==> src/rtl/manchester_pkg.sv <==
// Shared types, convention constants and the symbol encoder for the Manchester codec.
package manchester_pkg;

    typedef enum logic [1:0] {TxIdle, TxSend, TxGap} tx_state_t;
    typedef enum logic [1:0] {RxUnarmed, RxArmed, RxData, RxDone} rx_state_t;

    localparam int unsigned CONV_IEEE   = 0;
    localparam int unsigned CONV_THOMAS = 1;

    // Returns {first_half, second_half} of one data symbol.
    function automatic logic [1:0] manch_pair(input logic b, input int unsigned conv);
        logic hi_second;
        hi_second = (conv == CONV_THOMAS) ? ~b : b;
        return hi_second ? 2'b01 : 2'b10;
    endfunction

endpackage

==> src/rtl/manchester_codec_p_if.sv <==
// Word-level transmit handshake and receive result bundle of the Manchester codec.
interface manchester_codec_p_if #(
    parameter int unsigned DATA_W = 8
);
    logic [DATA_W-1:0] tx_data;
    logic              tx_valid;
    logic              tx_ready;
    logic [DATA_W-1:0] rx_data;
    logic              rx_valid;
    logic              rx_err;
    logic              rx_busy;

    modport master (
        output tx_data, tx_valid,
        input  tx_ready, rx_data, rx_valid, rx_err, rx_busy
    );

    modport slave (
        input  tx_data, tx_valid,
        output tx_ready, rx_data, rx_valid, rx_err, rx_busy
    );
endinterface

==> src/rtl/manchester_sync2.sv <==
// Two-flop synchroniser for the asynchronous receive line; resets to 0.
module manchester_sync2 (
    input  logic clk,
    input  logic rst_n,
    input  logic d,
    output logic q
);
    logic meta;

    always_ff @(posedge clk or negedge rst_n) begin
        if (!rst_n) begin
            meta <= 1'b0;
            q    <= 1'b0;
        end else begin
            meta <= d;
            q    <= meta;
        end
    end
endmodule

==> src/rtl/manchester_codec_p.sv <==
// Parametrised Manchester transmitter/receiver with framing and code-violation detection.
// Define MANCH_PARITY_EN to append and check an even-parity symbol after the data bits.
module manchester_codec_p
    import manchester_pkg::*;
#(
    parameter int unsigned DATA_W     = 8,
    parameter int unsigned OVS        = 16,
    parameter int unsigned CONVENTION = CONV_IEEE
) (
    input  logic                 clk,
    input  logic                 rst_n,
    manchester_codec_p_if.slave  bus,
    output logic                 tx_out,
    output logic                 tx_active,
    input  logic                 rx_in
);

`ifdef MANCH_PARITY_EN
    localparam int unsigned PAR_SYMS = 1;
`else
    localparam int unsigned PAR_SYMS = 0;
`endif

    localparam int unsigned HALF  = OVS / 2;
    localparam int unsigned CNT_W = $clog2(OVS);
    localparam int unsigned NRX   = DATA_W + PAR_SYMS;
    localparam int unsigned SYM_W = $clog2(NRX + 2);
    localparam int unsigned BIT_W = $clog2(NRX + 1);

    localparam logic [CNT_W-1:0] CNT_LAST = CNT_W'(OVS - 1);
    localparam logic [CNT_W-1:0] CNT_MID  = CNT_W'(HALF - 1);
    localparam logic [CNT_W-1:0] PH_T0    = CNT_W'(HALF + 1);
    localparam logic [CNT_W-1:0] PH_Q1    = CNT_W'(OVS / 4);
    localparam logic [CNT_W-1:0] PH_Q3    = CNT_W'(3 * OVS / 4);
    localparam logic [SYM_W-1:0] SYM_DATA = SYM_W'(DATA_W);
    localparam logic [SYM_W-1:0] SYM_LAST = SYM_W'(NRX);
    localparam logic [BIT_W-1:0] BIT_LAST = BIT_W'(NRX - 1);

    // Symbol 0 is the start symbol, 1..DATA_W carry data MSB first, then parity.
    function automatic logic [1:0] sym_pair(input logic [SYM_W-1:0] s,
                                            input logic [DATA_W-1:0] w);
        logic [DATA_W-1:0] sh;
        sh = w << (s - 1'b1);
        if (s == '0) return 2'b01;
        if (s <= SYM_DATA) return manch_pair(sh[DATA_W-1], CONVENTION);
        return manch_pair(^w, CONVENTION);
    endfunction

    tx_state_t         tx_st;
    logic [CNT_W-1:0]  tx_cnt;
    logic [SYM_W-1:0]  tx_sym;
    logic [DATA_W-1:0] tx_word;
    logic              tx_out_q, tx_ready_q, tx_active_q;
    logic [1:0]        cur_pair, next_pair;

    assign cur_pair  = sym_pair(tx_sym, tx_word);
    assign next_pair = sym_pair(tx_sym + 1'b1, tx_word);

    always_ff @(posedge clk or negedge rst_n) begin
        if (!rst_n) begin
            tx_st       <= TxIdle;
            tx_cnt      <= '0;
            tx_sym      <= '0;
            tx_word     <= '0;
            tx_out_q    <= 1'b0;
            tx_ready_q  <= 1'b1;
            tx_active_q <= 1'b0;
        end else begin
            case (tx_st)
                TxIdle: begin
                    if (bus.tx_valid && tx_ready_q) begin
                        tx_word     <= bus.tx_data;
                        tx_st       <= TxSend;
                        tx_cnt      <= '0;
                        tx_sym      <= '0;
                        tx_out_q    <= 1'b0;
                        tx_ready_q  <= 1'b0;
                        tx_active_q <= 1'b1;
                    end
                end
                TxSend: begin
                    if (tx_cnt == CNT_LAST) begin
                        tx_cnt <= '0;
                        if (tx_sym == SYM_LAST) begin
                            tx_st    <= TxGap;
                            tx_out_q <= 1'b0;
                        end else begin
                            tx_sym   <= tx_sym + 1'b1;
                            tx_out_q <= next_pair[1];
                        end
                    end else begin
                        tx_cnt <= tx_cnt + 1'b1;
                        if (tx_cnt == CNT_MID) tx_out_q <= cur_pair[0];
                    end
                end
                TxGap: begin
                    if (tx_cnt == CNT_LAST) begin
                        tx_st       <= TxIdle;
                        tx_cnt      <= '0;
                        tx_ready_q  <= 1'b1;
                        tx_active_q <= 1'b0;
                    end else begin
                        tx_cnt <= tx_cnt + 1'b1;
                    end
                end
                default: tx_st <= TxIdle;
            endcase
        end
    end

    assign tx_out       = tx_out_q;
    assign tx_active    = tx_active_q;
    assign bus.tx_ready = tx_ready_q;

    logic rx_s;

    manchester_sync2 u_sync (
        .clk   (clk),
        .rst_n (rst_n),
        .d     (rx_in),
        .q     (rx_s)
    );

    rx_state_t         rx_st;
    logic [CNT_W-1:0]  low_cnt, rx_ph;
    logic [BIT_W-1:0]  rx_bit;
    logic [NRX-1:0]    rx_sh, rx_sh_nx;
    logic              rx_lead, rx_h1, rx_ferr, ferr_nx, dec, par_bad;
    logic [DATA_W-1:0] rx_data_q;
    logic              rx_valid_q, rx_err_q, rx_busy_q;

    always_comb begin
        dec      = (CONVENTION == CONV_IEEE) ? rx_s : rx_h1;
        rx_sh_nx = (rx_sh << 1) | NRX'(dec);
        ferr_nx  = rx_ferr | (rx_s == rx_h1);
        par_bad  = 1'b0;
`ifdef MANCH_PARITY_EN
        par_bad  = ^rx_sh_nx;
`endif
    end

    always_ff @(posedge clk or negedge rst_n) begin
        if (!rst_n) begin
            rx_st      <= RxUnarmed;
            low_cnt    <= '0;
            rx_ph      <= '0;
            rx_bit     <= '0;
            rx_sh      <= '0;
            rx_lead    <= 1'b0;
            rx_h1      <= 1'b0;
            rx_ferr    <= 1'b0;
            rx_data_q  <= '0;
            rx_valid_q <= 1'b0;
            rx_err_q   <= 1'b0;
            rx_busy_q  <= 1'b0;
        end else begin
            case (rx_st)
                RxUnarmed: begin
                    if (rx_s) begin
                        low_cnt <= '0;
                    end else if (low_cnt == CNT_LAST) begin
                        low_cnt <= '0;
                        rx_st   <= RxArmed;
                    end else begin
                        low_cnt <= low_cnt + 1'b1;
                    end
                end
                // Only low samples keep us here, so any high sample is the mid-start edge.
                RxArmed: begin
                    if (rx_s) begin
                        rx_st     <= RxData;
                        rx_busy_q <= 1'b1;
                        rx_ph     <= PH_T0;
                        rx_lead   <= 1'b1;
                        rx_bit    <= '0;
                        rx_ferr   <= 1'b0;
                        rx_sh     <= '0;
                    end
                end
                RxData: begin
                    if (rx_ph == CNT_LAST) begin
                        rx_ph   <= '0;
                        rx_lead <= 1'b0;
                    end else begin
                        rx_ph <= rx_ph + 1'b1;
                    end
                    if (!rx_lead && rx_ph == PH_Q1) rx_h1 <= rx_s;
                    if (!rx_lead && rx_ph == PH_Q3) begin
                        rx_sh   <= rx_sh_nx;
                        rx_ferr <= ferr_nx;
                        if (rx_bit == BIT_LAST) begin
                            rx_st      <= RxDone;
                            rx_busy_q  <= 1'b0;
                            rx_valid_q <= 1'b1;
                            rx_data_q  <= rx_sh_nx[NRX-1 -: DATA_W];
                            rx_err_q   <= ferr_nx | par_bad;
                        end else begin
                            rx_bit <= rx_bit + 1'b1;
                        end
                    end
                end
                RxDone: begin
                    rx_valid_q <= 1'b0;
                    low_cnt    <= '0;
                    rx_st      <= RxUnarmed;
                end
                default: rx_st <= RxUnarmed;
            endcase
        end
    end

    assign bus.rx_data  = rx_data_q;
    assign bus.rx_valid = rx_valid_q;
    assign bus.rx_err   = rx_err_q;
    assign bus.rx_busy  = rx_busy_q;

endmodule

==> src/flat_wrapper.sv <==
// flat-port wrapper written by rule: the top's interface ports become plain ports
module manchester_codec_p_flat import manchester_pkg::*;
#(
    parameter int unsigned DATA_W     = 8,
    parameter int unsigned OVS        = 16,
    parameter int unsigned CONVENTION = CONV_IEEE
)
  (clk, rst_n, tx_out, tx_active, rx_in, bus_tx_data, bus_tx_valid, bus_tx_ready, bus_rx_data, bus_rx_valid, bus_rx_err, bus_rx_busy);
  manchester_codec_p_if #(.DATA_W(DATA_W)) bus_i ();
  input  logic clk;
  input  logic rst_n;
  output logic tx_out;
  output logic tx_active;
  input  logic rx_in;
  input wire logic [$bits(bus_i.tx_data)-1:0] bus_tx_data;
  input wire logic [$bits(bus_i.tx_valid)-1:0] bus_tx_valid;
  output wire logic [$bits(bus_i.tx_ready)-1:0] bus_tx_ready;
  output wire logic [$bits(bus_i.rx_data)-1:0] bus_rx_data;
  output wire logic [$bits(bus_i.rx_valid)-1:0] bus_rx_valid;
  output wire logic [$bits(bus_i.rx_err)-1:0] bus_rx_err;
  output wire logic [$bits(bus_i.rx_busy)-1:0] bus_rx_busy;
  assign bus_i.tx_data = bus_tx_data;
  assign bus_i.tx_valid = bus_tx_valid;
  assign bus_tx_ready = bus_i.tx_ready;
  assign bus_rx_data = bus_i.rx_data;
  assign bus_rx_valid = bus_i.rx_valid;
  assign bus_rx_err = bus_i.rx_err;
  assign bus_rx_busy = bus_i.rx_busy;
  manchester_codec_p #(.DATA_W(DATA_W), .OVS(OVS), .CONVENTION(CONVENTION)) u_core (.clk(clk), .rst_n(rst_n), .bus(bus_i), .tx_out(tx_out), .tx_active(tx_active), .rx_in(rx_in));
endmodule
==> config.mk <==
export PLATFORM = sky130hd
export DESIGN_NAME = manchester_codec_p_flat
export DESIGN_NICKNAME = d
export VERILOG_FILES = /design/src/rtl/manchester_pkg.sv /design/src/rtl/manchester_codec_p_if.sv /design/src/rtl/manchester_sync2.sv /design/src/rtl/manchester_codec_p.sv /design/src/flat_wrapper.sv
export SDC_FILE = /design/constraint.sdc
export NUM_CORES = 1
export LEC_CHECK = 0
export CORE_UTILIZATION = 40
export DETAILED_ROUTE_END_ITERATION = 10
export PLACE_DENSITY_LB_ADDON = 0.3
export SYNTH_ARGS = -nofsm -noshare
export SYNTH_HDL_FRONTEND = slang
export SYNTH_HIERARCHICAL = 1
export SYNTH_SLANG_ARGS = --single-unit
==> constraint.sdc <==
create_clock -name clk -period 2.93 [get_ports clk]
set_input_delay 0.7325 -clock clk [delete_from_list [all_inputs] [get_ports clk]]
set_output_delay 0.7325 -clock clk [all_outputs]
set_load 0.02 [all_outputs]
==> results.sh <==
export IMPL_status="complete, no violations"
export IMPL_crit_required_ns=3.14
export IMPL_syn_num_nets=348
export IMPL_numCtsBuffers=9
export IMPL_grt_max_degree=28
export IMPL_final_max_slew_viol_count=0
export IMPL_path_class="flop to flop"
export IMPL_setup_tns_ns=0
export IMPL_crit_arrival_ns=2.53
export IMPL_synth_area_um2=3170
export IMPL_drt_iter0_drc=105
export IMPL_start_util_pct=41.2
export IMPL_drt_pass1_iterations=6
export IMPL_postCtsHoldBufs=0
export IMPL_max_freq_mhz=430
export IMPL_wirelength_mm=6.21
export IMPL_yosysUniqueCellTypes=40
export IMPL_multi_input_area_um2=1600
export IMPL_gp_congestion=0.795
export IMPL_io_pins=26
export IMPL_drive_above_1_share_pct=12.6
export IMPL_cts_setup_buffers=0
export IMPL_syn_to_final_growth_pct=15.9
export IMPL_mostFrequentLayoutCell="dfrtp_1"
export IMPL_ys_seq_area_share_pct=45.8
export IMPL_critPathMaxFanout=9
export IMPL_clockBufferDepth=2
export IMPL_finalCriticalPeriod_ns=2.32
export IMPL_crit_path_start_kind="flop"
export IMPL_viasPerCell=5.35
export IMPL_cts_root_buffer="clkbuf_8"
export IMPL_fin_ws_ns=0.605
export IMPL_ir_worst_vdd_v=0.000398
export IMPL_end_kind="flop"
export IMPL_antenna_found_initial=0
export IMPL_ys_async_sr_fraction_pct=100
export IMPL_avgSynthCellArea_um2=9.87
export IMPL_grt_pass1_wl_mm=10.8
export IMPL_rows=32
export IMPL_htree_levels=3
export IMPL_clk_latency_ns=0.34
export IMPL_routedWlPerCell_um=13.7
export IMPL_drtAntennaViolNets=0
export IMPL_fillCellCount=748
export IMPL_antenna_cells=0
export IMPL_dp_slack_ns=0.610
export IMPL_nets=372
export IMPL_worst_pin_slew_ns=0.587
export IMPL_synth_ff_type="dfrtp_1"
export IMPL_die_h_um=91.0
export IMPL_synth_seq_cells=58
export IMPL_synth_edf_count=0
export IMPL_core_area_um2=7690
export IMPL_finalCritPeriodShare_pct=79.3
export IMPL_pwr_density_cell_nw_per_um2=866
export IMPL_grt_usage_pct=16.4
export IMPL_rsz0062_at_grt="no"
export IMPL_p_leak_nw=1.59
export IMPL_cts_resized=0
export IMPL_final_seq_area_um2=1450
export IMPL_hold_path_class="flop to flop"
export IMPL_path_clk_slew_ns=0.07
export IMPL_final_cell_mix="57 x dfrtp_1, 37 x nand2_1, 30 x o21ai_0"
export IMPL_die_x_um=91.0
export IMPL_portBuffers=25
export IMPL_timing_max_cap_violations=0
export IMPL_dieArea_um2=8280
export IMPL_drc=0
export IMPL_skew_ns=0.00725
export IMPL_slew_headroom_pct=60.5
export IMPL_grt_pass1_vias=2370
export IMPL_cts_tree="yes"
export IMPL_final_instance_count_excl_fill=452
export IMPL_syn_inst=321
export IMPL_finalSetupViolations=0
export IMPL_hpwl_mm=4.41
export IMPL_vias=2416
export IMPL_ys_warn_count=6
export IMPL_hold_viol=0
export IMPL_clock_sinks=58
export IMPL_grt_overflow=0
export IMPL_place_inst=436
per-stage QoR:
stage | util (%) | area, um^2 | hold WS [ns] | power [mW]
detailed placement | 45.6 | 3500 | 0.337 | 2.56
CTS | 47.8 | 3670 | 0.358 | 3.21
global route | 47.8 | 3670 | 0.371 | 3.44
floorplan | - | 3170 | 0.331 | 2.20
global placement | 45.6 | 3500 | 0.335 | 2.52
finish | 47.8 | 3670 | 0.355 | 3.18
kinds of logic (layout without fill, tap and decap cells):
| kind of cell | Yosys count | count (layout) | share of synthesized area [%] |
|---|---|---|---|
| simple gates | 99 | 99 | 14.8 |
| compound gates | 77 | 77 | 15.0 |
| flops | 58 | 58 | 45.8 |
| mux | 31 | 31 | 11.2 |
| buf+inv | 28 | 57 | 3.59 |
| fa+ha+maj | 15 | 15 | 5.92 |
| xor+xnor | 13 | 13 | 3.59 |
flip-flops by register name (all words and copies together) (netlist names), 4 cells and up:
register and cells:
u_core/tx_cnt 4, u_core/rx_ph 4, u_core/low_cnt 4, u_core/tx_sym 4, u_core/tx_word 8, u_core/rx_bit 4
u_core/rx_sh 7, u_core/bus.rx_data 8
where the power goes:
group          total [mW]  switching (mW)  internal, mW
sequential           1.23           0.221          1.01
combinational        1.32           0.723         0.595
clock               0.632           0.308         0.325
cell usage after synthesis, types with 4 or more instances:
library cell  count  area [um^2]
nand2_1          37          139
nor2_1           17         63.8
clkbuf_1          9         33.8
dfrtp_1          57         1430
mux2_2           22          248
buf_2             7         35.0
nor3_1            5         25.0
mux2i_1           8         80.1
a21oi_1          18         90.1
ha_1             15          188
nor2b_1           4         25.0
inv_1            12         45.0
a22o_1            9         78.8
a31oi_1           4         25.0
nand3_1          15         75.1
and3_1            4         25.0
o21ai_0          30          150
xnor2_1          10         87.6
final cells by class:
cell class	instances	area share (%)
clock buffers	11	3.85
clock inverters	5	0.817
inverters	12	1.23
multi-input cells	235	43.6
flip-flops and latches	58	39.5
well taps	102	3.47
repair buffers	29	7.49
worst paths after layout:
| path | depth (start not counted) | start | slack [ns] | to |
|---|---|---|---|---|
| setup / recovery | 7 | u_core/tx_sym[1] | 0.61 | u_core/tx_out |
| hold / removal | 0 | u_core/u_sync/meta | 0.36 | u_core/u_sync/q |
| setup reg to reg | 7 | u_core/tx_sym[1] | 0.61 | u_core/tx_out |
| hold reg to reg | 0 | u_core/u_sync/meta | 0.36 | u_core/u_sync/q |
| max in group asynchronous | 2 | rst_n | 1.88 | u_core/tx_word[4] |
| min in group asynchronous | 1 | rst_n | 0.40 | u_core/bus.rx_data[4] |
worst max-delay path: stages, from the launching register on:
cell and delay, ns:
dfrtp_1 0.51, inv_1 0.08, ha_1 0.47, mux4_1 0.60
nand3b_1 0.10, nand4_1 0.09, nor4_1 0.25, a2111oi_2 0.09
metal layers:
metal | wire (um) | track usage [%] | share of wire (%)
met1 | 2910 | 20.3 | 47
met4 | 74 | 5.16 | 1.2
met2 | 2960 | 27.0 | 48
met5 | 0 | 0 | 0
met3 | 258 | 5.70 | 4.2
(Power assumes the default switching activity.)
